File: config.mk
export PLATFORM = sky130hd
export DESIGN_NAME = adder_rr_arbiter
export DESIGN_NICKNAME = d
export VERILOG_FILES = /design/src/rtl/adder_rr_arbiter.sv
export SDC_FILE = /design/constraint.sdc
export NUM_CORES = 1
export LEC_CHECK = 0
export CORE_AREA = 8 8 306 308
export DETAILED_ROUTE_END_ITERATION = 10
export DIE_AREA = 0 0 314 316
export HOLD_SLACK_MARGIN = 0.05
export SLEW_MARGIN = 10
export SYNTH_ARGS = -nofsm -noshare
export SYNTH_HDL_FRONTEND = slang
export SYNTH_SLANG_ARGS = --single-unit
File: constraint.sdc
create_clock -name clk -period 8.1 [get_ports clk]
set_input_delay 2.025 -clock clk [delete_from_list [all_inputs] [get_ports clk]]
set_output_delay 2.025 -clock clk [all_outputs]
set_load 0.1 [all_outputs]
File: src/rtl/adder_rr_arbiter.sv
// Round-robin arbiter that shares one external pipelined adder among N requesters.
// A tag pipe tracks which requester owns each in-flight addition so results return to their origin.
module adder_rr_arbiter #(
    parameter int W   = 64,
    parameter int N   = 4,
    parameter int LAT = 3
) (
    input  logic                       clk,
    input  logic                       rst,
    input  logic [N-1:0]               req_valid,
    output logic [N-1:0]               req_ready,
    input  logic [N*W-1:0]             req_a,
    input  logic [N*W-1:0]             req_b,
    input  logic [N-1:0]               req_cin,
    input  logic [N-1:0]               cfg_mask,
    output logic [W-1:0]               add_a,
    output logic [W-1:0]               add_b,
    output logic                       add_cin,
    input  logic [W-1:0]               add_sum,
    input  logic                       add_cout,
    output logic [N-1:0]               rsp_valid,
    output logic [W-1:0]               rsp_sum,
    output logic                       rsp_cout,
    output logic [$clog2(LAT+3)-1:0]   inflight
);

    localparam int IW = $clog2(N);
    localparam int CW = $clog2(LAT + 3);

    logic [IW-1:0] ptr_reg;
    logic [IW-1:0] grant_id;
    logic          grant_any;
    logic          tail_valid;
    logic [IW-1:0] tail_id;

    logic [W-1:0]  add_a_reg;
    logic [W-1:0]  add_b_reg;
    logic          add_cin_reg;
    logic [N-1:0]  rsp_valid_reg;
    logic [W-1:0]  rsp_sum_reg;
    logic          rsp_cout_reg;
    logic [CW-1:0] inflight_reg;

    // Scan from the pointer upward; index arithmetic wraps naturally because N is a power of 2.
    always_comb begin
        logic [IW-1:0] idx;
        grant_any = 1'b0;
        grant_id  = '0;
        idx       = '0;
        for (int k = 0; k < N; k++) begin
            idx = ptr_reg + IW'(k);
            if (!grant_any && req_valid[idx] && !cfg_mask[idx]) begin
                grant_any = 1'b1;
                grant_id  = idx;
            end
        end
        if (rst) begin
            grant_any = 1'b0;
        end
    end

    assign req_ready = grant_any ? (N'(1) << grant_id) : '0;

    always_ff @(posedge clk) begin
        if (rst) begin
            ptr_reg     <= '0;
            add_a_reg   <= '0;
            add_b_reg   <= '0;
            add_cin_reg <= 1'b0;
        end else if (grant_any) begin
            ptr_reg     <= grant_id + IW'(1);
            add_a_reg   <= req_a[grant_id*W +: W];
            add_b_reg   <= req_b[grant_id*W +: W];
            add_cin_reg <= req_cin[grant_id];
        end
    end

    // Tag stage gi is aligned with the adder's internal stage; stage LAT lines up with add_sum.
    for (genvar gi = 0; gi <= LAT; gi++) begin : g_tag
        logic          v_reg;
        logic [IW-1:0] id_reg;
        if (gi == 0) begin : g_head
            always_ff @(posedge clk) begin
                if (rst) begin
                    v_reg <= 1'b0;
                end else begin
                    v_reg <= grant_any;
                end
                if (grant_any) begin
                    id_reg <= grant_id;
                end
            end
        end else begin : g_body
            always_ff @(posedge clk) begin
                if (rst) begin
                    v_reg <= 1'b0;
                end else begin
                    v_reg <= g_tag[gi-1].v_reg;
                end
                id_reg <= g_tag[gi-1].id_reg;
            end
        end
    end

    assign tail_valid = g_tag[LAT].v_reg;
    assign tail_id    = g_tag[LAT].id_reg;

    always_ff @(posedge clk) begin
        if (rst) begin
            rsp_valid_reg <= '0;
            rsp_sum_reg   <= '0;
            rsp_cout_reg  <= 1'b0;
        end else if (tail_valid) begin
            rsp_valid_reg <= N'(1) << tail_id;
            rsp_sum_reg   <= add_sum;
            rsp_cout_reg  <= add_cout;
        end else begin
            rsp_valid_reg <= '0;
        end
    end

    always_ff @(posedge clk) begin
        if (rst) begin
            inflight_reg <= '0;
        end else if (grant_any && !tail_valid) begin
            inflight_reg <= inflight_reg + CW'(1);
        end else if (!grant_any && tail_valid) begin
            inflight_reg <= inflight_reg - CW'(1);
        end
    end

    assign add_a     = add_a_reg;
    assign add_b     = add_b_reg;
    assign add_cin   = add_cin_reg;
    assign rsp_valid = rsp_valid_reg;
    assign rsp_sum   = rsp_sum_reg;
    assign rsp_cout  = rsp_cout_reg;
    assign inflight  = inflight_reg;

endmodule

==> results of run 1 <==
power groups by stage:
stage | clock [µW] | sequential, µW | combinational [µW]
global route | 1470 | 1250 | 1880
CTS | 1440 | 1240 | 1830
finish | 1360 | 1240 | 1800
global placement | 0 | 1260 | 1820
floorplan | 0 | 1980 | 485
detailed placement | 0 | 1260 | 1820
metrics by stage:
stage               instances  hold WS [ns]  instance area [µm²]
floorplan                1008         0.310                10900
global placement         2901         0.316                19600
detailed placement       2901         0.312                19600
CTS                      2957         0.330                20600
global route             2959         0.337                20600
finish                   2960         0.329                20600
final timing paths:
| kind | start | to | slack, ns | cells after the start |
|---|---|---|---|---|
| max | req_valid[0] | req_ready[0] | 1.29 | 8 |
| min | g_tag[1].id_reg[1] | g_tag[2].id_reg[1] | 0.33 | 0 |
| max reg2reg | ptr_reg[0] | add_b[47] | 5.01 | 6 |
| min reg2reg | g_tag[1].id_reg[1] | g_tag[2].id_reg[1] | 0.33 | 0 |
logic make-up (layout without fill, tap and decap cells):
family                     after synthesis  after routing
muxes                                  324            324
and+or+nand+nor                        228            228
DFF                                    215            215
AOI/OAI and AO/OA                      139            139
buffers and inverters                   94            867
adders and majority gates                6              6
xor gates and xnor gates                 2              2
other                                    0              3
worst max-delay path: stages:
cell	delay (ns)
clkdlybuf4s50_1	0.50
nor3b_1	0.29
a211oi_1	0.10
o21a_2	0.30
inv_2	0.15
ha_1	0.15
and2_1	0.13
clkdlybuf4s50_1	1.14
cell usage after synthesis, types with 2 or more instances:
| master | count |
|---|---|
| nand2_2 | 2 |
| o21ai_0 | 2 |
| and2_1 | 4 |
| mux2i_1 | 324 |
| nor2_1 | 74 |
| o221ai_2 | 39 |
| a211oi_1 | 2 |
| ha_1 | 5 |
| nand2_1 | 132 |
| nand2b_1 | 2 |
| nor2b_1 | 6 |
| clkbuf_1 | 24 |
| inv_1 | 6 |
| xor2_1 | 2 |
| edfxtp_1 | 2 |
| bufbuf_8 | 5 |
| o221ai_1 | 90 |
| dfxtp_1 | 213 |
| buf_2 | 33 |
| buf_12 | 22 |
layout make-up:
cell class / instances / area [µm²]
well taps: 1176 / 1470
diodes: 3 / 7.51
flip-flops and latches: 215 / 4330
clock buffers: 38 / 801
clock inverters: 18 / 184
fillers: 9670 / 68400
inverters: 7 / 26.3
multi-input cells: 699 / 5780
repair buffers: 804 / 8010
cells in the final DEF (no fill, tap or decap), drive strengths merged, types with 2 or more instances in the layout:
master / count
diode: 3
o21ai: 2
o221ai: 129
nor2b: 7
clkinv: 11
inv: 8
nor2: 74
xor2: 2
edfxtp: 2
nand2b: 3
nand2: 134
ha: 5
mux2i: 324
clkinvlp: 3
bufinv: 3
clkbuf: 38
and2: 4
a211oi: 3
clkdlybuf4s50: 773
dfxtp: 213
buf: 31
layer usage:
metal,vias up,wire (µm),GRT usage
li1,5244,-,-
met1,5075,25500,0.138
met5,-,202,0
met4,32,1590,0.0310
met3,92,7870,0.0622
met2,545,31600,0.210
==> impl_metrics.yaml, run 1 <==
outcome:
  status: "finished clean"
cells_and_area:
  drive_above_1_share: 0.0730
  final_core_util: 0.231
  area_growth_pct: 89.1
  num-nets-final: 2354
timing:
  min_period_ns: 6.81
  slew_violations: 0
  hold_viol: 0
  clock.fmax_ghz: 0.147
  setup_tns_ns: 0
  finalSetupViolations: 0
  tightest_slew_ns: 1.17
  relSlewSlack: 0.216
  final.period_utilization: 0.841
  rsz0062_at_grt: "no"
  setup_slack_ns: 1.29
  fin_skew_ns: 0.0240
detailed_routing:
  detail_route.wl_per_cell_um: 22.5
  drtIter0Drc: 581
  via_count: 11000
  drt_pass1_iterations: 5
  wl_um: 66700
  drc: 0
  viasPerCell: 3.71
  ant_nets: 0
global_route:
  grt_pass1_vias: 11500
  grt_use_total: 0.124
  grt_max_degree: 130
  antenna_found_initial: 19
  grt_pass1_wl_um: 89700
  overflow: 0
synthesis:
  syn-num-nets: 1605
  ys_warn_count: 0
  syn_area_per_cell_um2: 10.8
  async_flop_share: 0
  ys_types: 39
  postSynthCellCount: 1008
  synthMuxAreaShare: 0.298
  synth_compound_area_frac: 0.134
  synth_xor_xnor_area_share: 0.00161
  synth_adder_area_share: 0.00758
  synth_area_um2: 10900
  synth-edff-count: 2
  synth_simple_gate_area_frac: 0.0849
  ys_top_cells_by_area: "dfxtp_1, mux2i_1, o221ai_1, o221ai_2, nand2_1"
  synth_top_family_by_area: "multiplexers"
  yosysSeqAreaShare: 0.397
  ys_ff_latch: 215
  yosysTopAreaCellShare: 0.391
  ys.flop_type: "dfxtp_1"
  synth_top_cell_by_area: "dfxtp_1"
place:
  port-buffer-count: 795
  pre_cts_ws_ns: 1.29
  place_hpwl_um: 52900
  place_congestion: 0.861
pwr:
  power.total_uw: 4400
  pwr-share-clk: 0.309
  comb_power_share: 0.410
  powerDensity_nw_per_um2: 214
  p_sw_uw: 1820
  p_int_uw: 2580
  p_leak_uw: 0.00739
  ir_worst_vdd_uv: 158
  seqPwrFrac: 0.281
  switching_share: 0.413
clocking:
  cts_tree: "done"
  path_clk_slew_ns: 0.06
  cts-root-buf: "clkbuf_16"
  clk_path_buf_depth: 3
  cts-buffers-inserted: 30
  hold_buffers: 0
  post-cts-setup-buffers: 0
  htree_levels: 1
  clock_latency_ns: 0.60
  ctsResizeCount: 0
  clock_sinks: 215
critical_path:
  critPathArrivalTime_ns: 4.79
  required_ns: 6.08
  worstSetupEndpointType: "output port"
  critPathMaxFanout: 6
  crit_path_start_kind: "primary input"
  crit_type: "primary input to output port"
die:
  coreArea_um2: 89000
  die_area_um2: 99200
  io_pins: 796
  die_h_um: 316
  die_w_um: 314
  initial_utilization: 0.122
  num_rows: 110
min_path:
  hold_path.class: "flop to flop"
flow_run:
  drv_cap: 0
No activity file was read; power rests on OpenSTA's default activity.
==> inputs of run 2 (changes only) <==
Settings changed: CORE_AREA 8 8 306 308 to 8 8 301 303, DIE_AREA 0 0 314 316 to 0 0 309 311.
Clock period 8.1 ns to 6.9 ns, I/O delays scaled along.
==> run 2 against run 1 <==
  * Design area grew 0.19%
  * Clock power increased by 15%
  * Critical path depth unchanged
  * Critical endpoint unchanged
==> impl_metrics.yaml, run 2 (synthesis gave the netlist of run 1 again) <==
cells_and_area:
  nFillCells: 9258
  num-nets-final: 2354
  drive_above_1_share: 0.0686
  seqCellArea_um2: 4330
  most-common-layout-cells: "clkdlybuf4s50_1, mux2i_1, dfxtp_1, nand2_1, o221ai_1"
  final_common_cell: "clkdlybuf4s50_1"
  multi_input_area_um2: 5780
  area_growth_pct: 89.5
clocking:
  post-cts-setup-buffers: 0
  ctsResizeCount: 0
  path_clk_slew_ns: 0.06
  cts_tree: "done"
  clock_latency_ns: 0.60
  htree_levels: 1
  hold_buffers: 0
  cts-buffers-inserted: 28
  cts-root-buf: "clkbuf_16"
  clock_sinks: 215
  clk_path_buf_depth: 3
die:
  num_rows: 108
  io_pins: 796
  coreArea_um2: 85900
  die_area_um2: 96100
  die_h_um: 311
  initial_utilization: 0.127
  die_w_um: 309
pwr:
  ir_worst_vdd_uv: 183
  p_leak_uw: 0.00740
  power.total_uw: 5100
  powerDensity_nw_per_um2: 247
detailed_routing:
  viasPerCell: 3.72
  wl_um: 61500
  ant_nets: 0
  drt_pass1_iterations: 5
  detail_route.wl_per_cell_um: 20.9
  drc: 0
  drtIter0Drc: 524
  via_count: 11000
timing:
  min_period_ns: 5.51
  finalSetupViolations: 0
  tightest_slew_ns: 1.14
  final.period_utilization: 0.799
  clock.fmax_ghz: 0.181
  hold_viol: 0
  rsz0062_at_grt: "no"
  slew_violations: 0
  fin_skew_ns: 0.0361
  relSlewSlack: 0.235
  setup_tns_ns: 0
min_path:
  hold_path.class: "flop to flop"
  hold_start: "g_tag[1].id_reg[1]"
critical_path:
  r2r_start: "ptr_reg[1]"
  critPathMaxFanout: 6
  slowest_delay_ns: 0.41
  crit_slowest_cell: "clkdlybuf4s50_1"
  critPathTopFamily: "buffers and inverters"
  worstSetupEndpointType: "output port"
  critPathArrivalTime_ns: 3.78
  crit_chain: "clkdlybuf4s50_1, nand2b_1, a221oi_2, o21a_2, inv_2, ha_1, and2_1, buf_4"
  crit_path_start: "cfg_mask[3]"
  crit_type: "primary input to output port"
  critPathBufInv: 3
  crit_path_start_kind: "primary input"
  required_ns: 5.18
place:
  place_congestion: 0.824
  place_hpwl_um: 49700
  port-buffer-count: 795
outcome:
  status: "finished clean"
global_route:
  grt_max_degree: 111
  grt_pass1_wl_um: 85900
  grt_pass1_vias: 11700
  antenna_found_initial: 14
  grt_use_total: 0.119
  overflow: 0
flow_run:
  drv_cap: 0
run 2: cell types whose count changed in the layout (fill, tap and decap cells not counted), moves of 2 or more:
cell / previous run / this run
buf_4: 28 / 16
diode_2: 3 / 7
clkbuf_1: 6 / 3
clkdlybuf4s50_1: 773 / 785
clkinvlp_4: 3 / 1
clkinv_1: 3 / 0
clkbuf_8: 2 / 8
run 2: layer usage:
metal  track usage  part of all wire  vias to the layer above
li1              -                 -                     5239
met1         0.137              0.39                     5121
met2         0.201              0.47                      515
met3        0.0516              0.11                       76
met4        0.0325             0.027                        4
met5             0           0.00044                        -
run 2: area by class of cell:
type                       count  share of cell area
sequential                   215               0.210
clock inverter                12             0.00667
antenna                        7            0.000849
multi-input combinational    699               0.280
tap                         1155              0.0700
inverter                       7             0.00127
clock buffer                  40              0.0410
timing repair buffer         806               0.391
run 2: where the power goes:
| group | internal, µW | total (µW) | switching, µW |
|---|---|---|---|
| logic | 730 | 2090 | 1360 |
| clock network | 929 | 1560 | 630 |
| registers | 1370 | 1450 | 79.6 |
| total | 3030 | 5100 | 2070 |
run 2: per-stage QoR:
stage	setup WS [ns]	util	hold WS, ns	cells	cell area, µm²
after detailed placement	1.38	0.228	0.315	2882	19600
final	1.39	0.240	0.329	2941	20600
after floorplan	1.62	-	0.310	1008	10900
after CTS	1.37	0.240	0.327	2934	20600
after global routing	1.28	0.240	0.331	2935	20600
after global placement	1.40	0.228	0.315	2882	19600
run 2: worst paths after layout:
check	slack, ns	end	depth (start not counted)
worst max-delay path	1.39	req_ready[0]	8
worst min-delay path	0.33	g_tag[2].id_reg[1]	0
worst max register to register	3.52	add_a[0]	6
worst min register to register	0.33	g_tag[2].id_reg[1]	0
